File: config.mk
export PLATFORM = sky130hd
export DESIGN_NAME = word_serializer32_flat
export DESIGN_NICKNAME = d
export VERILOG_FILES = /design/src/rtl/word_serializer32_pkg.sv /design/src/rtl/word_serializer32_if.sv /design/src/rtl/word_serializer32_beat_counter.sv /design/src/rtl/word_serializer32.sv /design/src/flat_wrapper.sv
export SDC_FILE = /design/constraint.sdc
export NUM_CORES = 1
export LEC_CHECK = 0
export ABC_AREA = 1
export CAP_MARGIN = 10
export CELL_PAD_IN_SITES_DETAIL_PLACEMENT = 0
export CELL_PAD_IN_SITES_GLOBAL_PLACEMENT = 1
export CORE_MARGIN = 4
export CORE_UTILIZATION = 40
export CTS_CLUSTER_DIAMETER = 50
export DETAILED_ROUTE_END_ITERATION = 6
export PLACE_DENSITY_LB_ADDON = 0.1
export SLEW_MARGIN = 10
export SYNTH_ARGS = -nofsm -noshare
export SYNTH_HDL_FRONTEND = slang
export SYNTH_SLANG_ARGS = --single-unit
File: constraint.sdc
create_clock -name clk -period 3.1 [get_ports clk]
set_clock_uncertainty 0.05 [all_clocks]
set_input_delay 0.775 -clock clk [delete_from_list [all_inputs] [get_ports clk]]
set_output_delay 0.775 -clock clk [all_outputs]
set_load 0.05 [all_outputs]
File: src/rtl/word_serializer32_pkg.sv
// Shared types and sizing for the word serializer: FSM state encoding and
// default word/counter widths.
package serializer_pkg;

  localparam int WIDTH_DEFAULT = 32;
  localparam int CNT_W         = $clog2(WIDTH_DEFAULT);

  typedef enum logic {
    IDLE  = 1'b0,
    SHIFT = 1'b1
  } ser_state_t;

endpackage : serializer_pkg

File: src/rtl/word_serializer32_if.sv
// Word-in / bit-out handshake bundle. The slave modport is the serializer
// itself; the master modport is the upstream producer plus serial consumer.
interface word_serializer32_if #(
  parameter int WIDTH = serializer_pkg::WIDTH_DEFAULT
);

  logic             in_valid;
  logic             in_ready;
  logic [WIDTH-1:0] in_data;
  logic             ser_valid;
  logic             ser_ready;
  logic             ser_bit;
  logic             ser_last;
  logic             word_zero;
  logic             word_done;

  modport slave (
    input  in_valid, in_data, ser_ready,
    output in_ready, ser_valid, ser_bit, ser_last, word_zero, word_done
  );

  modport master (
    output in_valid, in_data, ser_ready,
    input  in_ready, ser_valid, ser_bit, ser_last, word_zero, word_done
  );

endinterface : word_serializer32_if

File: src/rtl/word_serializer32_beat_counter.sv
// Beat position within the current word: clear has priority over enable,
// tc flags the final bit position.
module beat_counter #(
  parameter int WIDTH = serializer_pkg::WIDTH_DEFAULT
) (
  input  logic clk,
  input  logic rst_n,
  input  logic clr,
  input  logic en,
  output logic tc
);

  localparam int CW = $clog2(WIDTH);

  logic [CW-1:0] cnt_q;

  // NOTE: sequential state is written only with non-blocking (<=) assignments
  // so every flop samples pre-edge values regardless of block ordering.
  always_ff @(posedge clk or negedge rst_n) begin
    if (!rst_n) begin
      cnt_q <= '0;
    end else if (clr) begin
      cnt_q <= '0;
    end else if (en) begin
      cnt_q <= cnt_q + CW'(1);
    end
  end

  assign tc = (cnt_q == CW'(WIDTH - 1));

endmodule : beat_counter

File: src/rtl/word_serializer32.sv
// Parallel-to-serial converter: takes a word on a valid/ready handshake and
// emits it LSB first, reporting whether the finished word was all zeros.
module word_serializer32
  import serializer_pkg::*;
#(
  parameter int WIDTH = WIDTH_DEFAULT
) (
  input  logic                clk,
  input  logic                rst_n,
  word_serializer32_if.slave  bus
);

  ser_state_t       state_q, state_d;
  logic [WIDTH-1:0] shreg_q;
  logic             nz_q;
  logic             word_zero_q;
  logic             word_done_q;

  logic             tc;
  logic             in_ready;
  logic             accept;
  logic             beat;
  logic             last_beat;
  logic             ser_valid;
  logic             ser_bit;
  logic             ser_last;

  beat_counter #(.WIDTH(WIDTH)) u_beat_counter (
    .clk   (clk),
    .rst_n (rst_n),
    .clr   (accept | last_beat),
    .en    (beat),
    .tc    (tc)
  );

  // NOTE: every signal driven here gets a default first, so no path through
  // the block can leave one unassigned and infer a latch.
  always_comb begin
    state_d   = state_q;
    ser_valid = 1'b0;
    ser_bit   = 1'b0;
    ser_last  = 1'b0;
    in_ready  = 1'b0;
    beat      = 1'b0;
    last_beat = 1'b0;

    unique case (state_q)
      IDLE: begin
        in_ready = 1'b1;
        if (bus.in_valid) state_d = SHIFT;
      end
      SHIFT: begin
        ser_valid = 1'b1;
        ser_bit   = shreg_q[0];
        ser_last  = tc;
        beat      = bus.ser_ready;
        last_beat = tc & bus.ser_ready;
        // The next word may load on the final beat, keeping the stream gapless.
        in_ready  = last_beat;
        if (last_beat && !bus.in_valid) state_d = IDLE;
      end
      default: state_d = IDLE;
    endcase
  end

  assign accept = bus.in_valid & in_ready;

  always_ff @(posedge clk or negedge rst_n) begin
    if (!rst_n) begin
      state_q     <= IDLE;
      shreg_q     <= '0;
      nz_q        <= 1'b0;
      word_zero_q <= 1'b0;
      word_done_q <= 1'b0;
    end else begin
      state_q     <= state_d;
      word_done_q <= last_beat;
      if (last_beat) word_zero_q <= ~(nz_q | shreg_q[0]);

      if (accept) begin
        shreg_q <= bus.in_data;
        nz_q    <= 1'b0;
      end else if (beat) begin
        shreg_q <= shreg_q >> 1;
        nz_q    <= nz_q | shreg_q[0];
      end
    end
  end

  assign bus.in_ready  = in_ready;
  assign bus.ser_valid = ser_valid;
  assign bus.ser_bit   = ser_bit;
  assign bus.ser_last  = ser_last;
  assign bus.word_zero = word_zero_q;
  assign bus.word_done = word_done_q;

endmodule : word_serializer32

File: src/flat_wrapper.sv
// flat-port wrapper written by rule: the top's interface ports become plain ports
module word_serializer32_flat import serializer_pkg::*;
#(
  parameter int WIDTH = WIDTH_DEFAULT
)
  (clk, rst_n, bus_in_valid, bus_in_data, bus_ser_ready, bus_in_ready, bus_ser_valid, bus_ser_bit, bus_ser_last, bus_word_zero, bus_word_done);
  word_serializer32_if #(.WIDTH(WIDTH)) bus_i ();
  input  logic clk;
  input  logic rst_n;
  input wire logic [$bits(bus_i.in_valid)-1:0] bus_in_valid;
  input wire logic [$bits(bus_i.in_data)-1:0] bus_in_data;
  input wire logic [$bits(bus_i.ser_ready)-1:0] bus_ser_ready;
  output wire logic [$bits(bus_i.in_ready)-1:0] bus_in_ready;
  output wire logic [$bits(bus_i.ser_valid)-1:0] bus_ser_valid;
  output wire logic [$bits(bus_i.ser_bit)-1:0] bus_ser_bit;
  output wire logic [$bits(bus_i.ser_last)-1:0] bus_ser_last;
  output wire logic [$bits(bus_i.word_zero)-1:0] bus_word_zero;
  output wire logic [$bits(bus_i.word_done)-1:0] bus_word_done;
  assign bus_i.in_valid = bus_in_valid;
  assign bus_i.in_data = bus_in_data;
  assign bus_i.ser_ready = bus_ser_ready;
  assign bus_in_ready = bus_i.in_ready;
  assign bus_ser_valid = bus_i.ser_valid;
  assign bus_ser_bit = bus_i.ser_bit;
  assign bus_ser_last = bus_i.ser_last;
  assign bus_word_zero = bus_i.word_zero;
  assign bus_word_done = bus_i.word_done;
  word_serializer32 #(.WIDTH(WIDTH)) u_core (.clk(clk), .rst_n(rst_n), .bus(bus_i));
endmodule
==> results <==
[worst reg2reg max path, stage by stage (launching register included)]
cell and delay [ns]:
dfrtp_1 0.42, ha_1 0.23, nand2_1 0.09, nor2_1 0.05
ha_1 0.22, nand2_1 0.11, nand2_2 0.21, nand2_2 0.54
inv_1 0.12, nand2_1 0.08, o21ai_0 0.07
[area by class of cell]
class | count | area [µm²]
fill | 556 | 2700
tap | 72 | 90.1
multi-input combinational | 194 | 860
timing repair buffer | 45 | 448
inverter | 71 | 269
sequential | 41 | 1030
clock buffer | 7 | 86.3
clock inverter | 1 | 30.0
[stage by stage]
stage	hold slack [ns]	power [mW]	worst slack (ns)	std cells
2_1_floorplan	0.399	1.01	0.854	322
3_3_place_gp	0.413	1.13	0.429	423
3_5_place_dp	0.415	1.14	0.403	423
4_1_cts	0.435	1.59	0.0645	431
5_1_grt	0.447	1.69	0.273	431
6_report	0.432	1.57	0.422	431
[worst min-delay path by stage]
stage          cells after the start                              to                            from  slack (ns)
2_1_floorplan                      2  u_core.shreg_q[10]$_DFFE_PN0P_  u_core.shreg_q[10]$_DFFE_PN0P_        0.40
5_1_grt                            2  u_core.shreg_q[20]$_DFFE_PN0P_  u_core.shreg_q[20]$_DFFE_PN0P_        0.45
6_report                           2  u_core.shreg_q[27]$_DFFE_PN0P_  u_core.shreg_q[27]$_DFFE_PN0P_        0.43
3_5_place_dp                       2  u_core.shreg_q[21]$_DFFE_PN0P_  u_core.shreg_q[21]$_DFFE_PN0P_        0.41
4_1_cts                            2  u_core.shreg_q[30]$_DFFE_PN0P_  u_core.shreg_q[30]$_DFFE_PN0P_        0.43
3_3_place_gp                       2  u_core.shreg_q[18]$_DFFE_PN0P_  u_core.shreg_q[18]$_DFFE_PN0P_        0.41
[cells by family (layout without fill, tap and decap cells)]
family | after synthesis | after routing | share of synthesized area, %
simple gates | 184 | 184 | 34.9
buf+inv | 87 | 124 | 16.7
flops | 41 | 41 | 45.3
compound gates | 8 | 8 | 1.99
fa+ha+maj | 2 | 2 | 1.10
[registers in the layout, summed over array words and instances, names as in the netlist]
name and flops:
u_core.u_beat_counter.cnt_q 5, u_core.bus.word_zero 1, u_core.state_q 1, u_core.bus.word_done 1, u_core.nz_q 1, u_core.shreg_q 32
[repair_timing]
item | CTS | global route
endpoints found under the hold margin | 0 | 0
setup endpoints to repair | 0 | 1
hold buffers | 0 | 0
gates resized for setup | 0 | 1
[per-layer routing]
layer | global-route usage (%) | vias up | part of all wire [%]
met3 | 4.46 | 7 | 4.1
met1 | 22.2 | 886 | 51
li1 | - | 1032 | -
met4 | 4.46 | 0 | 1.6
met5 | 0 | - | 0
met2 | 24.1 | 39 | 44
[placed cells by master (no fill, tap or decap)]
master and count:
a21oi_1 3, buf_12 1, buf_2 1, buf_4 4, bufinv_16 1, clkbuf_1 1
clkbuf_8 6, clkdlybuf4s50_1 38, dfrtp_1 41, dlymetal6s2s_1 1, ha_1 2, inv_1 69
inv_2 1, inv_4 1, nand2_1 108, nand2_2 3, nand2_4 1, nand3_1 65
nand4_1 1, nor2_1 6, o21a_1 1, o21ai_0 3, o31ai_1 1
[power by group through the flow]
stage	clock network, mW	registers, mW	logic (mW)
6_report	0.443	0.734	0.390
5_1_grt	0.486	0.751	0.453
4_1_cts	0.459	0.733	0.399
3_5_place_dp	0	0.742	0.396
3_3_place_gp	0	0.741	0.392
2_1_floorplan	0	0.751	0.256
==> flow_summary.yaml <==
job:
  cap_viol_max_count: 0
global_routing:
  antenna_found_initial: 0
  grt_pass1_vias: 1957
  grt_pass1_wl_um: 9160
  grt_usage_pct: 15.9
  grt_max_degree: 42
  grt_overflow: 0
logic_synthesis:
  synth_edf_count: 0
  synth_top_area_cell: "dfrtp_1"
  ys_ff_latch: 41
  synth_warnings: 0
  synthFlopType: "dfrtp_1"
  netlist_top_cells_count: "nand2_1 (108), inv_1 (69), nand3_1 (65)"
  synth.avg_cell_area_um2: 7.03
  synth_cell_types: 19
  yosysTopAreaCellShare_pct: 45.3
  syn-cell-area_mm2: 0.00226
  yosysMostFrequentCell: "nand2_1"
  synth_nets: 360
  synthTopCellsByArea: "dfrtp_1 (45%), nand2_1 (18%), nand3_1 (14%), inv_1 (11%), buf_4 (2.0%)"
  synthCells: 322
  async_flop_share_pct: 100
  yosysSeqAreaShare_pct: 45.3
cells_and_area:
  diodes: 0
  drive_above_1_share_pct: 5.29
  post-route-cell-area_mm2: 0.00281
  nets: 396
  areaGrowthSynthToFinish_pct: 24.0
  finish.utilization_pct: 51.0
place:
  placed_cell_area_mm2: 0.00269
  dp_hpwl_um: 3180
  place.gp.congestion: 0.741
  numPortBuffers: 41
setup_path:
  path_cells: "ha_1, nand2_1, nor2_1, ha_1, nand2_1, nand2_2, buf_12"
  path_depth: 7
  critPathRequiredTime_ns: 2.27
  cp-startpoint: "u_core.u_beat_counter.cnt_q[0]$_DFFE_PN0P_"
  cp_slowest_cell: "dfrtp_1"
  endpoint: "bus_in_ready"
  crit_arrival_ns: 1.85
  r2r_slack_ns: 0.79
  max_stage_delay_ns: 0.42
  path_class: "reg -> out"
  worst-path-max-fanout: 12
  r2r_end: "u_core.shreg_q[31]$_DFFE_PN0P_"
  cp-end-kind: "output pin"
  critical_path.startpoint_type: "register"
  path_buf_inv: 1
  reg2reg_depth: 10
  path_delay_family: "simple AND/OR/NAND/NOR gates"
  r2r_start: "u_core.u_beat_counter.cnt_q[0]$_DFFE_PN0P_"
timing:
  setup_viol: 0
  fin_crit_ns: 2.68
  rsz0062_at_grt: "false"
  slew_headroom_pct: 37.2
  min_period_over_period_pct: 86.4
  hold_violations: 0
  fin_tns_setup_ns: 0
  fmax_mhz: 373
  drv_slew: 0
  worst_slew_pin_slew_ns: 0.942
power_and_ir_drop:
  seqPwrFrac_pct: 46.8
  swShare_pct: 30.5
  p_switching_mw: 0.478
  intPower_mw: 1.09
  p_clk_share_pct: 28.3
  p_leak_nw: 1.64
  comb_power_share_pct: 24.9
  peakVddDrop_mv: 0.371
  p_per_area_mw_per_mm2: 558
clocking:
  post-cts-setup-buffer-count: 0
  clk_pin_slew_ns: 0.07
  cts.path.max_buffers: 2
  htree_levels: 2
  root_buffer: "clkbuf_8"
  cts_tree: "built"
  clock_latency_ns: 0.29
  cts-buffers-inserted: 5
  clock-sinks: 41
route:
  detail-route-antenna-nets: 0
  drc: 0
  post_drt_wl_per_cell_um: 11.6
  vias: 1964
  dr.pass1.iters: 6
  routed_via_density: 4.56
  drt_wl_total_um: 4980
  first_iter_violations: 96
floorplan:
  rows: 27
  initial_core_util_pct: 41.1
  die_h_um: 83.2
  die_area_mm2: 0.00693
  io-pin-count: 42
  fp.coreArea_mm2: 0.00551
  die_w_um: 83.2
min_path:
  hp-class: "reg -> reg"
status:
  status: "finished, final reports clean"
Note: power is estimated with default switching activity, not from simulation.
==> RTL change, RTL diff (same settings) <==
Set the package constant `WIDTH_DEFAULT` to 128 (it was 32).
--- a/src/rtl/word_serializer32_pkg.sv
+++ b/src/rtl/word_serializer32_pkg.sv
@@ -3,5 +3,5 @@
 package serializer_pkg;
 
-  localparam int WIDTH_DEFAULT = 32;
+  localparam int WIDTH_DEFAULT = 128;
   localparam int CNT_W         = $clog2(WIDTH_DEFAULT);
 
Ports: changed (resized bus_in_data); port bits go from 42 to 138. The function was not compared with the original's and may differ.
==> RTL change against the unedited design <==
  * Total power rose to 4.4 times the old value
  * Sequential cell count rose by 98
  * Sequential power rose to 4.1 times the old value
  * Wire length rose to 3.9 times the old value
  * Utilization rose by 1.7 points
  * Cell area rose to 3.4 times the old value
  * Area after synthesis rose to 3.3 times the old value
  * Worst setup slack got worse by 0.29 ns
  * Critical path type unchanged
  * Largest power group unchanged
==> RTL change: results (changes against the unedited design) <==
| Metric | Value |
|---|---|
| Critical Path Fanout Max | 3 (-9) |
| Syn Nets | 1,178 (+230%) |
| Clock root buffer | clkbuf_16 |
| R2r setup slk | 1.17 ns (+0.38 ns) |
| Synthesized area per cell | 7.19 µm² (+2.2%) |
| WL final | 19.4 mm (+290%) |
| Synth cell types | 20 (+1) |
| Outcome | complete, no violations |
| WL met3 | 885 µm (+330%) |
| Worst slew margin | 0.586 (+0.213) |
| Antenna violations before repair | 0 (unchanged) |
| Drt initial violations | 521 (+440%) |
| Clk_lat worst skew | 0.41 ns (+0.12 ns) |
| Filler cells | 1,821 (+230%) |
| Metal-1 WL | 9.38 mm (+270%) |
| Via/cell ratio | 5.02 (+10%) |
| Final HPWL DP | 11.2 mm (+250%) |
| Worst Path Arrival | 2.14 ns (+0.29 ns) |
| Hold Slack | 0.282 ns (-0.149 ns) |
| Routed length on met2 | 8.92 mm (+310%) |
| Port Buffers | 137 (+230%) |
| Largest net degree at the start of global routing | 128 (+200%) |
| Crit-path max cell delay | 0.81 ns (+0.39 ns) |
| Final non-filler cell total | 1,371 (+220%) |
| Ranking of synthesized cells by area | dfrtp_1, nand3_1, nand2_1 |
| Vias in the first global route | 6,374 (+230%) |
| Worst IR Drop VDD | 0.384 mV (+3.6%) |
| Worst r2r path cells | 8 (-2) |
| Largest regs | u_core.shreg_q x128, u_core.u_beat_counter.cnt_q x7 |
| Placed Cells | 1,339 (+220%) |
| Commonest cells post-synth | nand3_1, nand2_1, dfrtp_1 |
| Placed Area | 8970 µm² (+230%) |
| Critical path's slowest cell | clkdlybuf4s50_1 |
| CP endpoint | bus_ser_last |
| GR Util All Layers | 0.186 (+0.0271) |
| Grt met2 use | 0.281 (+0.0409) |
| Met1 GRT Util | 0.274 (+0.0518) |
| RePlAce Congestion | 0.719 (-3.0%) |
| Drt first pass iters | 5 (-1) |
| # H-tree levels | 4 (+2) |
| Hold Path Class | primary input to async pin |
| Layout cell share with drive strength beyond 1 | 0.0473 (-0.00564) |
| R2r endpoint | u_core.shreg_q[25] |
| Sequential area share after synthesis | 0.463 (+0.0101) |
| Met3 Use GR | 0.0424 (-0.00224) |
| CTS buffer count | 17 (+12) |
| Dpl ws | 0.536 ns (+0.133 ns) |
| Pleak | 0.00434 µW (+160%) |
| Fmax | 0.337 GHz (-9.7%) |
| Sw Ratio | 0.316 (+0.0111) |
[RTL change: kinds of logic after synthesis]
kind of cell	share of synthesized area
fa+ha+maj	0.00167
buf+inv	0.125
flops	0.463
simple gates	0.402
compound gates	0.00600
xor+xnor	0.00233
[RTL change: layout make-up]
| type | count | area (µm²) | share of cell area |
|---|---|---|---|
| Clock buffer | 19 | 453 | 0.0472 |
| Clock inverter | 13 | 165 | 0.0172 |
| Inverter | 139 | 522 | 0.0544 |
| Multi-Input combinational cell | 683 | 3120 | 0.325 |
| Sequential cell | 139 | 3480 | 0.363 |
| Tap cell | 229 | 287 | 0.0299 |
| Timing Repair Buffer | 149 | 1570 | 0.164 |
[RTL change: power by group through the flow]
stage / combinational (µW) / sequential [µW] / clock, µW
6_report: 1810 / 3020 / 2130
3_3_place_gp: 1800 / 3020 / 0
4_1_cts: 1850 / 3020 / 2190
2_1_floorplan: 1370 / 2950 / 0
5_1_grt: 2140 / 3110 / 2270
3_5_place_dp: 1830 / 3030 / 0
